==> config.mk <==
export PLATFORM = sky130hd
export DESIGN_NAME = load_store_unit
export DESIGN_NICKNAME = d
export VERILOG_FILES = /design/src/rtl/load_store_unit.sv
export SDC_FILE = /design/constraint.sdc
export NUM_CORES = 1
export LEC_CHECK = 0
export CAP_MARGIN = 20
export CELL_PAD_IN_SITES_DETAIL_PLACEMENT = 1
export CELL_PAD_IN_SITES_GLOBAL_PLACEMENT = 1
export CORE_ASPECT_RATIO = 1.2
export CORE_MARGIN = 1
export CORE_UTILIZATION = 38
export DETAILED_ROUTE_END_ITERATION = 8
export PLACE_DENSITY = 0.92
export SETUP_SLACK_MARGIN = 0.15
export SLEW_MARGIN = 20
export SYNTH_ARGS = -nofsm -noshare
export SYNTH_HDL_FRONTEND = slang
export SYNTH_SLANG_ARGS = --single-unit
==> constraint.sdc <==
create_clock -name clk -period 8.3 [get_ports clk]
set_input_delay 1.66 -clock clk [delete_from_list [all_inputs] [get_ports clk]]
set_output_delay 1.66 -clock clk [all_outputs]
set_load 0.01 [all_outputs]
==> src/rtl/load_store_unit.sv <==
// load_store_unit: MEM-stage front end for the single-ported 32x32 data memory.
// Accepts one byte/half/word load or store at a time, turns byte addresses
// into word accesses, merges sub-word stores through a read-modify-write and
// returns extended load data plus an alignment error on a response channel.
//
// state  | meaning
// -------+---------------------------------------------------------------
// IDLE   | ready for a request; latches it and checks alignment
// ACCESS | memory access: load read, word-store write, or sub-word read
// MERGE  | sub-word store: write captured word with target lane replaced
// RESP   | response held stable until the consumer takes it
module load_store_unit #(
  parameter int REGSIZE  = 32,
  parameter int ADDRBITS = 5
) (
  input  logic                  clk,
  input  logic                  reset,
  input  logic                  req_valid,
  output logic                  req_ready,
  input  logic                  req_write,
  input  logic [1:0]            req_size,
  input  logic                  req_signed,
  input  logic [ADDRBITS+1:0]   req_addr,
  input  logic [REGSIZE-1:0]    req_wdata,
  output logic                  resp_valid,
  input  logic                  resp_ready,
  output logic [REGSIZE-1:0]    resp_data,
  output logic                  resp_error,
  output logic                  mem_read,
  output logic                  mem_write,
  output logic [ADDRBITS-1:0]   mem_addr,
  output logic [REGSIZE-1:0]    mem_wdata,
  input  logic [REGSIZE-1:0]    mem_rdata
);

  typedef enum logic [1:0] {IDLE, ACCESS, MERGE, RESP} state_t;

  localparam logic [1:0] SZ_BYTE = 2'b00;
  localparam logic [1:0] SZ_HALF = 2'b01;
  localparam logic [1:0] SZ_WORD = 2'b10;
  localparam logic [1:0] SZ_RSVD = 2'b11;

  state_t state, state_nxt;

  logic                 write_q;
  logic [1:0]           size_q;
  logic                 signed_q;
  logic [ADDRBITS+1:0]  addr_q;
  logic [REGSIZE-1:0]   wdata_q;
  logic [REGSIZE-1:0]   merge_q;
  logic [REGSIZE-1:0]   resp_data_q;
  logic                 resp_error_q;

  logic                 req_misaligned;
  logic                 sub_word;
  logic [7:0]           lane8;
  logic [15:0]          lane16;
  logic [REGSIZE-1:0]   load_ext;
  logic [REGSIZE-1:0]   merged;

  // Alignment / reserved-size check on the incoming request
  always_comb begin
    req_misaligned = 1'b0;
    case (req_size)
      SZ_HALF: req_misaligned = req_addr[0];
      SZ_WORD: req_misaligned = (req_addr[1:0] != 2'b00);
      SZ_RSVD: req_misaligned = 1'b1;
      default: req_misaligned = 1'b0;
    endcase
  end

  assign sub_word = (size_q != SZ_WORD);

  // Lane extraction and sign/zero extension of the memory read word
  always_comb begin
    lane8    = mem_rdata[{addr_q[1:0], 3'b000} +: 8];
    lane16   = mem_rdata[{addr_q[1], 4'b0000} +: 16];
    load_ext = mem_rdata;
    case (size_q)
      SZ_BYTE: load_ext = {{(REGSIZE-8){signed_q & lane8[7]}}, lane8};
      SZ_HALF: load_ext = {{(REGSIZE-16){signed_q & lane16[15]}}, lane16};
      default: load_ext = mem_rdata;
    endcase
  end

  // Replace the addressed lane(s) of the captured word with store data
  always_comb begin
    merged = merge_q;
    case (size_q)
      SZ_BYTE: merged[{addr_q[1:0], 3'b000} +: 8] = wdata_q[7:0];
      SZ_HALF: merged[{addr_q[1], 4'b0000} +: 16] = wdata_q[15:0];
      default: merged = merge_q;
    endcase
  end

  // State register
  always_ff @(posedge clk) begin
    if (reset) state <= IDLE;
    else       state <= state_nxt;
  end

  // Next-state logic
  always_comb begin
    state_nxt = state;
    case (state)
      IDLE: begin
        if (req_valid) state_nxt = req_misaligned ? RESP : ACCESS;
      end
      ACCESS: begin
        if (write_q && sub_word) state_nxt = MERGE;
        else                     state_nxt = RESP;
      end
      MERGE: state_nxt = RESP;
      RESP: begin
        if (resp_ready) state_nxt = IDLE;
      end
      default: state_nxt = IDLE;
    endcase
  end

  // Output decode, from state and latched request only
  always_comb begin
    req_ready  = 1'b0;
    resp_valid = 1'b0;
    mem_read   = 1'b0;
    mem_write  = 1'b0;
    mem_addr   = '0;
    mem_wdata  = '0;
    case (state)
      IDLE: req_ready = 1'b1;
      ACCESS: begin
        mem_addr = addr_q[ADDRBITS+1:2];
        if (write_q && !sub_word) begin
          mem_write = 1'b1;
          mem_wdata = wdata_q;
        end else begin
          mem_read = 1'b1;
        end
      end
      MERGE: begin
        mem_addr  = addr_q[ADDRBITS+1:2];
        mem_write = 1'b1;
        mem_wdata = merged;
      end
      RESP: begin
        mem_addr   = addr_q[ADDRBITS+1:2];
        resp_valid = 1'b1;
      end
      default: ;
    endcase
  end

  // Request latch, merge capture and response registers
  always_ff @(posedge clk) begin
    if (reset) begin
      write_q      <= 1'b0;
      size_q       <= SZ_BYTE;
      signed_q     <= 1'b0;
      addr_q       <= '0;
      wdata_q      <= '0;
      merge_q      <= '0;
      resp_data_q  <= '0;
      resp_error_q <= 1'b0;
    end else begin
      case (state)
        IDLE: begin
          if (req_valid) begin
            write_q      <= req_write;
            size_q       <= req_size;
            signed_q     <= req_signed;
            addr_q       <= req_addr;
            wdata_q      <= req_wdata;
            resp_data_q  <= '0;
            resp_error_q <= req_misaligned;
          end
        end
        ACCESS: begin
          if (!write_q)     resp_data_q <= load_ext;
          else if (sub_word) merge_q    <= mem_rdata;
        end
        default: ;
      endcase
    end
  end

  assign resp_data  = resp_data_q;
  assign resp_error = resp_error_q;

endmodule

# Word level (Yosys, flattened, before mapping)
# Cells that the tools add are included.
[word_totals] wordCells=64 ram_bits=0 latchBits=0 n_memories=0 mem_bits_ro=0 output_inout_bits=74 register_bits=110
[classes] n_mux=22 shifts=6 n_reduce_logical=12 n_bitwise=2 add_sub_neg=2 n_div=0 multipliers=0 magnitude_cmp=0 eq_ne=11
[ops] operator="$pmux 32 s2" n=4
[ops] operator="$mux 32" n=3
[ops] operator="$bwmux 32" n=2
[ops] operator="$shift 16x7->32 const A" n=1
[ops] operator="$shift 8x7->32 const A" n=1
[ops] operator="$shiftx 16x7->32" n=1
[ops] operator="$shiftx 32x6->16" n=1
[ops] operator="$shiftx 32x6->8" n=1
[ops] operator="$shiftx 8x7->32" n=1
[ops] operator="$neg 5->7" n=2
[ops] operator="$eq 2x2->1 const B" n=4
[ops] operator="$ne 2x2->1 const B" n=4
[ops] operator="$pmux 2 s4" n=1
[ops] operator="$eq 2x1->1 const B" n=3
[ops] operator="$mux 1" n=6
[ops] operator="$mux 2" n=3
[ops] operator="$reduce_and 3->1" n=2
[ops] operator="$mux 5" n=1
[ops] operator="$logic_not 2->1" n=2
[ops] operator="$reduce_and 2->1" n=2
[ops] operator="$reduce_bool 2->1" n=2
[ops] operator="$pmux 1 s3" n=1
[ops] operator="$reduce_or 3->1" n=1
[ops] operator="$and 1x1->1" n=2
[ops] operator="3 further kinds" n=4

# Logic depth before layout (Yosys ltp)
# Gate-level depths: netlist (run 1).
[logic_depth] depth_word=5 depth_mapped=9

# Least setup slack after synthesis (run 1)
# Ideal clock, no wire load.
[synth_path] path_kind="register to output" start="reg addr_q[1]" end="out mem_wdata[16]" arrival_time_ns=2.323 path_buffers=0 slack_ns=4.317 stages_incl_launch_ff=7 required_ns=6.640 path_cell_list="dfxtp_1 > clkinv_1 > ha_1 > nor4b_1 > and3_1 > a221oi_1 > o21ai_0"
[synth_between] elab_chain_len=5 elab_cells_between_ends=10 cone_classes="add/sub: 2; shift: 4; mux: 4"
[synth_rtl] item="from (decl)" line="48" rtl="logic [ADDRBITS+1:0] addr_q;"
[synth_rtl] item="from (signal assigned)" line="171" rtl="addr_q <= req_addr;"
[synth_rtl] item="$neg 5->7 (on tied branches)" line="91, 90"
[synth_rtl] item="$shiftx 16x7->32, or another cell as far along" line="91" rtl="SZ_HALF: merged[{addr_q[1], 4'b0000} +: 16] = wdata_q[15:0];"
[synth_rtl] item="$bwmux 32 (on tied branches)" line="91, 90"
[synth_rtl] item="$pmux 32 s2 (*)" line="89" rtl="case (size_q)"
[synth_rtl] item="$pmux 32 s2 (*)" line="129" rtl="case (state)"
[synth_rtl] item="to (decl)" line="32" rtl="output logic [REGSIZE-1:0] mem_wdata,"
# Every way passes the cells marked *; elsewhere a longest branch is shown, timed or not.

# Final worst setup path (run 1)
[layout_path] start="reg addr_q[1]" end="out mem_wdata[15]"
# The elaborated chain is that of the path after synthesis.

==> impl_metrics.prom, run 1 <==
# TYPE chip_impl_metric gauge
chip_impl_info{name="crit_family",value="buffers and inverters"} 1
chip_impl_metric{name="globalplace.congestion",unit=""} 0.864
chip_impl_metric{name="final_net_count",unit=""} 934
chip_impl_metric{name="ys_seq_elements",unit=""} 110
chip_impl_metric{name="post-cts-setup-buffer-count",unit=""} 0
chip_impl_metric{name="maxClockFrequency",unit="GHz"} 0.171
chip_impl_metric{name="synth_warnings",unit=""} 0
chip_impl_metric{name="clockBufferDepth",unit=""} 2
chip_impl_metric{name="p_seq_share",unit="%"} 36.7
chip_impl_metric{name="drc",unit=""} 0
chip_impl_metric{name="cellInternalPower",unit="mW"} 1.12
chip_impl_metric{name="vias_per_cell",unit=""} 6.00
chip_impl_metric{name="io-pin-count",unit=""} 153
chip_impl_metric{name="syn_area",unit="um^2"} 5690
chip_impl_metric{name="antenna_diodes",unit=""} 0
chip_impl_metric{name="clkTransAtPathRegs",unit="ps"} 80
chip_impl_metric{name="die_h",unit="um"} 136
chip_impl_metric{name="power_density",unit="nW/um^2"} 243
chip_impl_info{name="root_buffer",value="clkbuf_16"} 1
chip_impl_metric{name="synth.avg_cell_area",unit="um^2"} 7.74
chip_impl_metric{name="grt_start_max_net_pins",unit=""} 85
chip_impl_metric{name="final.setup_skew",unit="ps"} 9.55
chip_impl_info{name="worst_r2r_endpoint",value="resp_data[19]$_SDFFE_PP0P_"} 1
chip_impl_metric{name="dieArea",unit="um^2"} 15500
chip_impl_metric{name="async_flop_share",unit="%"} 0
chip_impl_metric{name="final_max_slew_viol_count",unit=""} 0
chip_impl_metric{name="critical_path.n_buffers_inverters",unit=""} 2
chip_impl_metric{name="ff2ff_setup_slack",unit="ps"} 5300
chip_impl_metric{name="drive_gt1_share",unit="%"} 6.70
chip_impl_metric{name="dr.pass1.iters",unit=""} 7
chip_impl_metric{name="route.vias.total",unit=""} 6310
chip_impl_info{name="worst_hold_launch",value="resp_data[2]$_SDFFE_PP0P_"} 1
chip_impl_metric{name="grt_first_pass_wirelength",unit="um"} 34100
chip_impl_info{name="startpoint_class_of_the_critical_path",value="register"} 1
chip_impl_metric{name="port_buffers",unit=""} 152
chip_impl_metric{name="crit_path_max_fanout",unit=""} 25
chip_impl_info{name="criticalPathCategory",value="register to primary output"} 1
chip_impl_metric{name="min_period",unit="ps"} 5850
chip_impl_info{name="timing.critical_path.cells",value="clkinv_1 -> ha_1 -> nand2_1 -> nor3_1 -> a221oi_1 -> o21ai_0 -> and2_1 -> clkdlybuf4s50_1"} 1
chip_impl_metric{name="least_margin_pin_slew",unit="ps"} 1020
chip_impl_info{name="tritoncts",value="done"} 1
chip_impl_metric{name="total_leakage_power",unit="nW"} 2.57
chip_impl_metric{name="routed_wire_length_per_instance",unit="um"} 21.0
chip_impl_metric{name="cts_num_sinks",unit=""} 110
chip_impl_metric{name="synth-edff-count",unit=""} 0
chip_impl_info{name="run_status",value="completed"} 1
chip_impl_metric{name="fillerInstances",unit=""} 1779
chip_impl_metric{name="crit_arrival",unit="ps"} 4190
chip_impl_info{name="yosys.area.top_type",value="dfxtp_1"} 1
chip_impl_metric{name="combinationalPowerShare",unit="%"} 38.1
chip_impl_info{name="hold_crit_class",value="register to register"} 1
chip_impl_metric{name="total_clock_buffers_created_by_cts",unit=""} 9
chip_impl_info{name="critPathSlowestCell",value="dfxtp_1"} 1
chip_impl_metric{name="setup-tns-final",unit="ps"} 0
chip_impl_info{name="synthFlopType",value="dfxtp_1"} 1
chip_impl_metric{name="sw_frac_of_total",unit="%"} 39.5
chip_impl_metric{name="dp_hpwl",unit="um"} 15400
chip_impl_metric{name="clock_insertion_delay_worst_skew",unit="ps"} 370
chip_impl_metric{name="setup_viol",unit=""} 0
chip_impl_metric{name="first_global_vias",unit=""} 6322
chip_impl_metric{name="synth.top_cell.area_share",unit="%"} 38.7
chip_impl_metric{name="synth_seq_area_share",unit="%"} 38.7
chip_impl_metric{name="detailedRoute.firstIterationViolations",unit=""} 461
chip_impl_metric{name="ctsResizeCount",unit=""} 0
chip_impl_metric{name="antenna_violation_net_count_after_detailed_routing",unit=""} 0
chip_impl_metric{name="wirelength",unit="um"} 22100
chip_impl_info{name="yosys-top-cells-area",value="dfxtp_1 (39%), nand2_1 (13%), a21oi_1 (7.8%)"} 1
chip_impl_metric{name="area_growth",unit="%"} 33.7
chip_impl_metric{name="num_rows",unit=""} 48
chip_impl_metric{name="grt_use_met1",unit="%"} 33.7
chip_impl_metric{name="layout_worst_path_cycle_share",unit="%"} 70.4
chip_impl_metric{name="worst_slack",unit="ps"} 2450
chip_impl_metric{name="cap_viol_max_count",unit=""} 0
chip_impl_metric{name="clock_power_share",unit="%"} 25.2
chip_impl_metric{name="grt_met3_use",unit="%"} 3.57
chip_impl_info{name="rsz0062_at_grt",value="no"} 1
chip_impl_metric{name="hold_depth",unit=""} 2
chip_impl_metric{name="detailedPlace.worstSlack",unit="ps"} 2940
chip_impl_metric{name="floorplan.die.width",unit="um"} 114
chip_impl_metric{name="grt_use_total",unit="%"} 29.1
chip_impl_metric{name="grt_overflow_total",unit=""} 0
chip_impl_info{name="grt-busiest-layer",value="met2"} 1
chip_impl_metric{name="starting_density_of_the_core",unit="%"} 39.2
chip_impl_metric{name="number_of_cells_on_the_worst_reg_to_reg_path",unit=""} 7
chip_impl_metric{name="netlist_instances",unit=""} 736
chip_impl_metric{name="hold_buffers",unit=""} 0
chip_impl_metric{name="maxSlewHeadroom",unit="%"} 31.9
chip_impl_metric{name="crit_required",unit="ps"} 6640
chip_impl_metric{name="design.core.area",unit="um^2"} 14500
chip_impl_metric{name="switchingPower",unit="mW"} 0.730
chip_impl_info{name="setup.worst_path.end_class",value="primary output"} 1
chip_impl_metric{name="number_of_antenna_violations_at_the_first_check_in_global_routing",unit=""} 0
chip_impl_metric{name="hold_viol_final",unit=""} 0
chip_impl_metric{name="cts_htree_levels",unit=""} 3
chip_impl_info{name="r2r-start",value="state[1]$_SDFFE_PP0P_"} 1
chip_impl_metric{name="synth_nets",unit=""} 824
chip_impl_info{name="whs_endpoint",value="resp_data[2]$_SDFFE_PP0P_"} 1
chip_impl_metric{name="synthDistinctLibCells",unit=""} 51
chip_impl_metric{name="longest_individual_stage_delay_on_the_worst_path",unit="ps"} 870
chip_impl_metric{name="use_met2",unit="%"} 50.7
chip_impl_metric{name="vdd.ir_drop.worst",unit="mV"} 0.282
## synthesized netlist by cell type, types with 4 or more instances
cell       instances
clkbuf_1          51
o2bb2ai_1          7
nand2_1          204
a221oi_1          29
o22ai_1            6
inv_1             13
and2_1            22
o221ai_1          21
a211oi_1           5
o311a_1            7
a221o_1            6
nand3_1            5
o22a_1             4
a311oi_1           4
dfxtp_1          110
o21ai_0           48
o221a_2            4
a21oi_1           89
nor2b_1           15
buf_2              5
a221o_2           10
ha_1               9
a21o_1             8
nor2_1             8
a21boi_0           8
## routing by layer
layer,up-vias,routed length [um]
met5,-,0
met4,0,1210
met3,87,1350
met2,301,11200
met1,3064,8340
li1,2858,-
## through the flow
stage | utilization [%] | instance area, um^2 | total power, mW | cells | hold WS, ps
floorplan | - | 5690 | 1.10 | 736 | 432
global placement | 50.1 | 7290 | 1.35 | 1035 | 425
detailed placement | 50.2 | 7290 | 1.38 | 1035 | 441
CTS | 52.3 | 7600 | 1.84 | 1051 | 450
global route | 52.4 | 7610 | 1.94 | 1051 | 472
finish | 52.4 | 7610 | 1.85 | 1051 | 450
## power by group through the flow
stage | registers [mW] | clock network (mW) | logic, mW
4_1_cts | 0.674 | 0.467 | 0.699
5_1_grt | 0.684 | 0.492 | 0.766
2_1_floorplan | 0.654 | 0 | 0.448
3_3_place_gp | 0.681 | 0 | 0.672
3_5_place_dp | 0.686 | 0 | 0.690
6_report | 0.679 | 0.466 | 0.704
## worst max path at each step
stage | slack [ps] | from | endpoint | depth (start not counted)
2_1_floorplan | 4320 | addr_q[1]$_SDFFE_PP0P_ | mem_wdata[16] | 6
3_3_place_gp | 3050 | addr_q[1]$_SDFFE_PP0P_ | mem_wdata[15] | 8
3_5_place_dp | 2940 | addr_q[1]$_SDFFE_PP0P_ | mem_wdata[15] | 8
4_1_cts | 2510 | addr_q[1]$_SDFFE_PP0P_ | mem_wdata[15] | 8
5_1_grt | 2220 | addr_q[1]$_SDFFE_PP0P_ | mem_wdata[11] | 8
6_report | 2450 | addr_q[1]$_SDFFE_PP0P_ | mem_wdata[15] | 8
## layout make-up
| cell class | instances | area (um^2) | area share (%) |
|---|---|---|---|
| clock inverter | 6 | 80.1 | 1.05 |
| tap | 200 | 250 | 3.29 |
| inverter | 17 | 63.8 | 0.839 |
| clock buffer | 10 | 229 | 3.01 |
| multi-input combinational | 550 | 3220 | 42.4 |
| sequential | 110 | 2200 | 28.9 |
| timing repair buffer | 158 | 1560 | 20.5 |
## worst reg2reg max path: cells and delay by family (launching register included)
family / cells / cell delay [ps]
AO/OA/AOI/OAI: 2 / 1140
AND/OR/NAND/NOR: 3 / 910
flip-flops: 1 / 430
adder cells (fa/ha/maj): 1 / 360
buffers and inverters: 1 / 90
## state kept, by name, indices dropped and copies added, names as in the netlist
name / cells
merge_q: 32
resp_data: 32
wdata_q: 32
addr_q: 7
size_q: 2
state: 2
resp_error: 1
signed_q: 1
write_q: 1
## cell usage in the layout (no fill, tap or decap), types with 8 or more instances in the layout
cell type        netlist  layout
clkbuf_16              0       9
inv_1                 13      13
a221oi_1              29      29
dfxtp_1              110     110
nor2b_1               15      14
and2_1                22      22
a21oi_1               89      89
a221o_2               10      10
a21boi_0               8       8
nand2_1              204     203
clkdlybuf4s50_1        0     151
a21o_1                 8       8
ha_1                   9       8
o221ai_1              21      21
o21ai_0               48      48
## cell families (layout without fill, tap and decap cells)
kind of cell / Yosys count / in the layout / synth area share, %
simple gates: 272 / 272 / 21.0
compound gates: 264 / 264 / 31.9
flops: 110 / 110 / 38.7
buf+inv: 76 / 191 / 5.25
fa+ha+maj: 9 / 9 / 1.98
mux: 5 / 5 / 1.23
Note: power is estimated with default switching activity, not from simulation.
==> run 2, diff against run 1 <==
--- a/config.mk
+++ b/config.mk
@@ -10,9 +10,9 @@
 export CELL_PAD_IN_SITES_GLOBAL_PLACEMENT = 1
 export CORE_ASPECT_RATIO = 1.2
 export CORE_MARGIN = 1
-export CORE_UTILIZATION = 38
+export CORE_UTILIZATION = 32
 export DETAILED_ROUTE_END_ITERATION = 8
-export PLACE_DENSITY = 0.92
+export PLACE_DENSITY = 0.83
 export SETUP_SLACK_MARGIN = 0.15
 export SLEW_MARGIN = 20
 export SYNTH_ARGS = -nofsm -noshare
==> constraint.sdc (replaced) <==
create_clock -name clk -period 4.8 [get_ports clk]
set_input_delay 0.96 -clock clk [delete_from_list [all_inputs] [get_ports clk]]
set_output_delay 0.96 -clock clk [all_outputs]
set_load 0.01 [all_outputs]
==> run 2 against run 1 <==
- first-iteration DRC count fell by 4.8%
- global-route usage fell by 4.9 points
- total power grew 72%
- worst setup slack lost 2000 ps
- clock skew rose by 4.1 ps
- cell count increased by 2.5%
- highest routed layer unchanged
- largest cell class unchanged
==> impl_metrics.prom, run 2 (same netlist as run 1, synthesis figures left out) <==
# TYPE chip_impl_metric gauge
chip_impl_info{name="run_status",value="completed"} 1
chip_impl_metric{name="crit_path_max_fanout",unit=""} 8
chip_impl_metric{name="dpl-instance-area",unit="um^2"} 7350
chip_impl_metric{name="vdd.ir_drop.worst",unit="mV"} 0.226
chip_impl_metric{name="design.core.area",unit="um^2"} 17400
chip_impl_info{name="setup.worst_path.end_class",value="primary output"} 1
chip_impl_metric{name="clkTransAtPathRegs",unit="ps"} 80
chip_impl_info{name="layout_commonest_cell",value="nand2_1"} 1
chip_impl_info{name="layout.cells.most_common_list",value="nand2_1 (203), clkdlybuf4s50_1 (151), dfxtp_1 (110)"} 1
chip_impl_metric{name="total_clock_buffers_created_by_cts",unit=""} 9
chip_impl_metric{name="wirelength",unit="um"} 21900
chip_impl_metric{name="dieArea",unit="um^2"} 18300
chip_impl_metric{name="maxClockFrequency",unit="GHz"} 0.227
chip_impl_metric{name="fillerInstances",unit=""} 2131
chip_impl_metric{name="setup-tns-final",unit="ps"} 0
chip_impl_metric{name="detailedRoute.firstIterationViolations",unit=""} 439
chip_impl_metric{name="dp_hpwl",unit="um"} 15700
chip_impl_metric{name="clock_insertion_delay_worst_skew",unit="ps"} 370
chip_impl_info{name="startpoint_class_of_the_critical_path",value="register"} 1
chip_impl_info{name="rsz0062_at_grt",value="no"} 1
chip_impl_metric{name="cts_num_sinks",unit=""} 110
chip_impl_metric{name="first_global_vias",unit=""} 6218
chip_impl_metric{name="critical_path.n_buffers_inverters",unit=""} 2
chip_impl_metric{name="layout_worst_path_cycle_share",unit="%"} 91.6
chip_impl_metric{name="ctsResizeCount",unit=""} 0
chip_impl_metric{name="dr.pass1.iters",unit=""} 5
chip_impl_metric{name="hold_viol_final",unit=""} 0
chip_impl_metric{name="antenna_diodes",unit=""} 0
chip_impl_metric{name="worst_slack",unit="ps"} 404
chip_impl_metric{name="final_max_slew_viol_count",unit=""} 0
chip_impl_metric{name="min_period",unit="ps"} 4400
chip_impl_info{name="crit_family",value="simple AND/OR/NAND/NOR gates"} 1
chip_impl_metric{name="maxSlewHeadroom",unit="%"} 27.8
chip_impl_metric{name="antenna_violation_net_count_after_detailed_routing",unit=""} 0
chip_impl_metric{name="grt_start_max_net_pins",unit=""} 51
chip_impl_info{name="root_buffer",value="clkbuf_16"} 1
chip_impl_metric{name="cts_htree_levels",unit=""} 3
chip_impl_metric{name="crit_required",unit="ps"} 3840
chip_impl_metric{name="power",unit="mW"} 3.18
chip_impl_metric{name="final.setup_skew",unit="ps"} 13.7
chip_impl_metric{name="design_area",unit="um^2"} 7660
chip_impl_metric{name="cap_viol_max_count",unit=""} 0
chip_impl_metric{name="floorplan.die.width",unit="um"} 124
chip_impl_metric{name="globalplace.congestion",unit=""} 0.853
chip_impl_metric{name="longest_individual_stage_delay_on_the_worst_path",unit="ps"} 720
chip_impl_metric{name="port_buffers",unit=""} 152
chip_impl_metric{name="starting_density_of_the_core",unit="%"} 32.6
chip_impl_metric{name="post-cts-setup-buffer-count",unit=""} 0
chip_impl_metric{name="final_net_count",unit=""} 940
chip_impl_metric{name="vias_per_cell",unit=""} 5.73
chip_impl_metric{name="grt_use_total",unit="%"} 24.2
chip_impl_metric{name="area_growth",unit="%"} 34.6
chip_impl_metric{name="setup_viol",unit=""} 0
chip_impl_info{name="hold_crit_class",value="register to register"} 1
chip_impl_metric{name="io-pin-count",unit=""} 153
chip_impl_metric{name="clockBufferDepth",unit=""} 2
chip_impl_metric{name="route.vias.total",unit=""} 6170
chip_impl_info{name="timing.critical_path.cells",value="inv_1 -> ha_1 -> nand2_1 -> nor3_1 -> a221oi_1 -> o2bb2ai_1 -> o311a_1 -> clkdlybuf4s50_1"} 1
chip_impl_metric{name="grt_first_pass_wirelength",unit="um"} 33700
chip_impl_metric{name="routed_wire_length_per_instance",unit="um"} 20.3
chip_impl_metric{name="die_h",unit="um"} 148
chip_impl_info{name="critPathSlowestCell",value="nor3_1"} 1
chip_impl_metric{name="grt_overflow_total",unit=""} 0
chip_impl_metric{name="drive_gt1_share",unit="%"} 7.00
chip_impl_metric{name="drc",unit=""} 0
chip_impl_metric{name="total_leakage_power",unit="nW"} 2.60
chip_impl_info{name="criticalPathCategory",value="register to primary output"} 1
chip_impl_metric{name="num_rows",unit=""} 53
chip_impl_metric{name="number_of_antenna_violations_at_the_first_check_in_global_routing",unit=""} 0
chip_impl_metric{name="detailedPlace.worstSlack",unit="ps"} 859
chip_impl_metric{name="crit_arrival",unit="ps"} 3440
chip_impl_metric{name="power_density",unit="nW/um^2"} 415
chip_impl_metric{name="least_margin_pin_slew",unit="ps"} 1080
chip_impl_info{name="tritoncts",value="done"} 1
chip_impl_metric{name="hold_buffers",unit=""} 0
-- run 2: metal layers --
layer  track usage [%]  part of all wire [%]  vias to the layer above
met2              38.6                    47                      269
met1              30.8                    42                     2980
met4              10.5                   3.2                        0
met3              5.44                   7.6                       54
met5                 0                     0                        -
li1                  -                     -                     2867
-- run 2: power breakdown --
group	switching, mW	total (mW)	leakage (nW)	internal (mW)
clock	0.372	0.798	0.152	0.426
sequential	0.133	1.16	0.893	1.03
combinational	0.730	1.22	1.55	0.492
-- run 2: worst min-delay path: cells and delay by family, from the launching register on --
family           cells  cell delay [ps]
AND/OR/NAND/NOR      2               90
flip-flops           1              310
-- run 2: area by class of cell --
cell class                      instances  area, um^2  area share [%]
Clock inverter                          5        63.8           0.833
Sequential cell                       110        2200            28.7
Multi-Input combinational cell        550        3210            41.9
Timing Repair Buffer                  164        1610            21.0
Tap cell                              220         275            3.59
Inverter                               17        63.8           0.833
Clock buffer                           11         243            3.17
-- run 2: through the flow --
stage	utilization (%)	cells	hold slack (ps)
2_1_floorplan	-	736	432
4_1_cts	43.9	1077	445
6_report	43.9	1077	441
5_1_grt	43.9	1077	469
3_5_place_dp	42.1	1061	435
3_3_place_gp	42.1	1061	428
-- run 2: final timing paths --
| path | cells past startpoint | slack (ps) | start | endpoint |
|---|---|---|---|---|
| max | 8 | 400 | addr_q[0]$_SDFFE_PP0P_ | mem_wdata[8] |
| min reg2reg | 2 | 440 | resp_data[4]$_SDFFE_PP0P_ | resp_data[4]$_SDFFE_PP0P_ |
| max reg2reg | 7 | 1820 | state[1]$_SDFFE_PP0P_ | resp_data[29]$_SDFFE_PP0P_ |
| min | 2 | 440 | resp_data[4]$_SDFFE_PP0P_ | resp_data[4]$_SDFFE_PP0P_ |
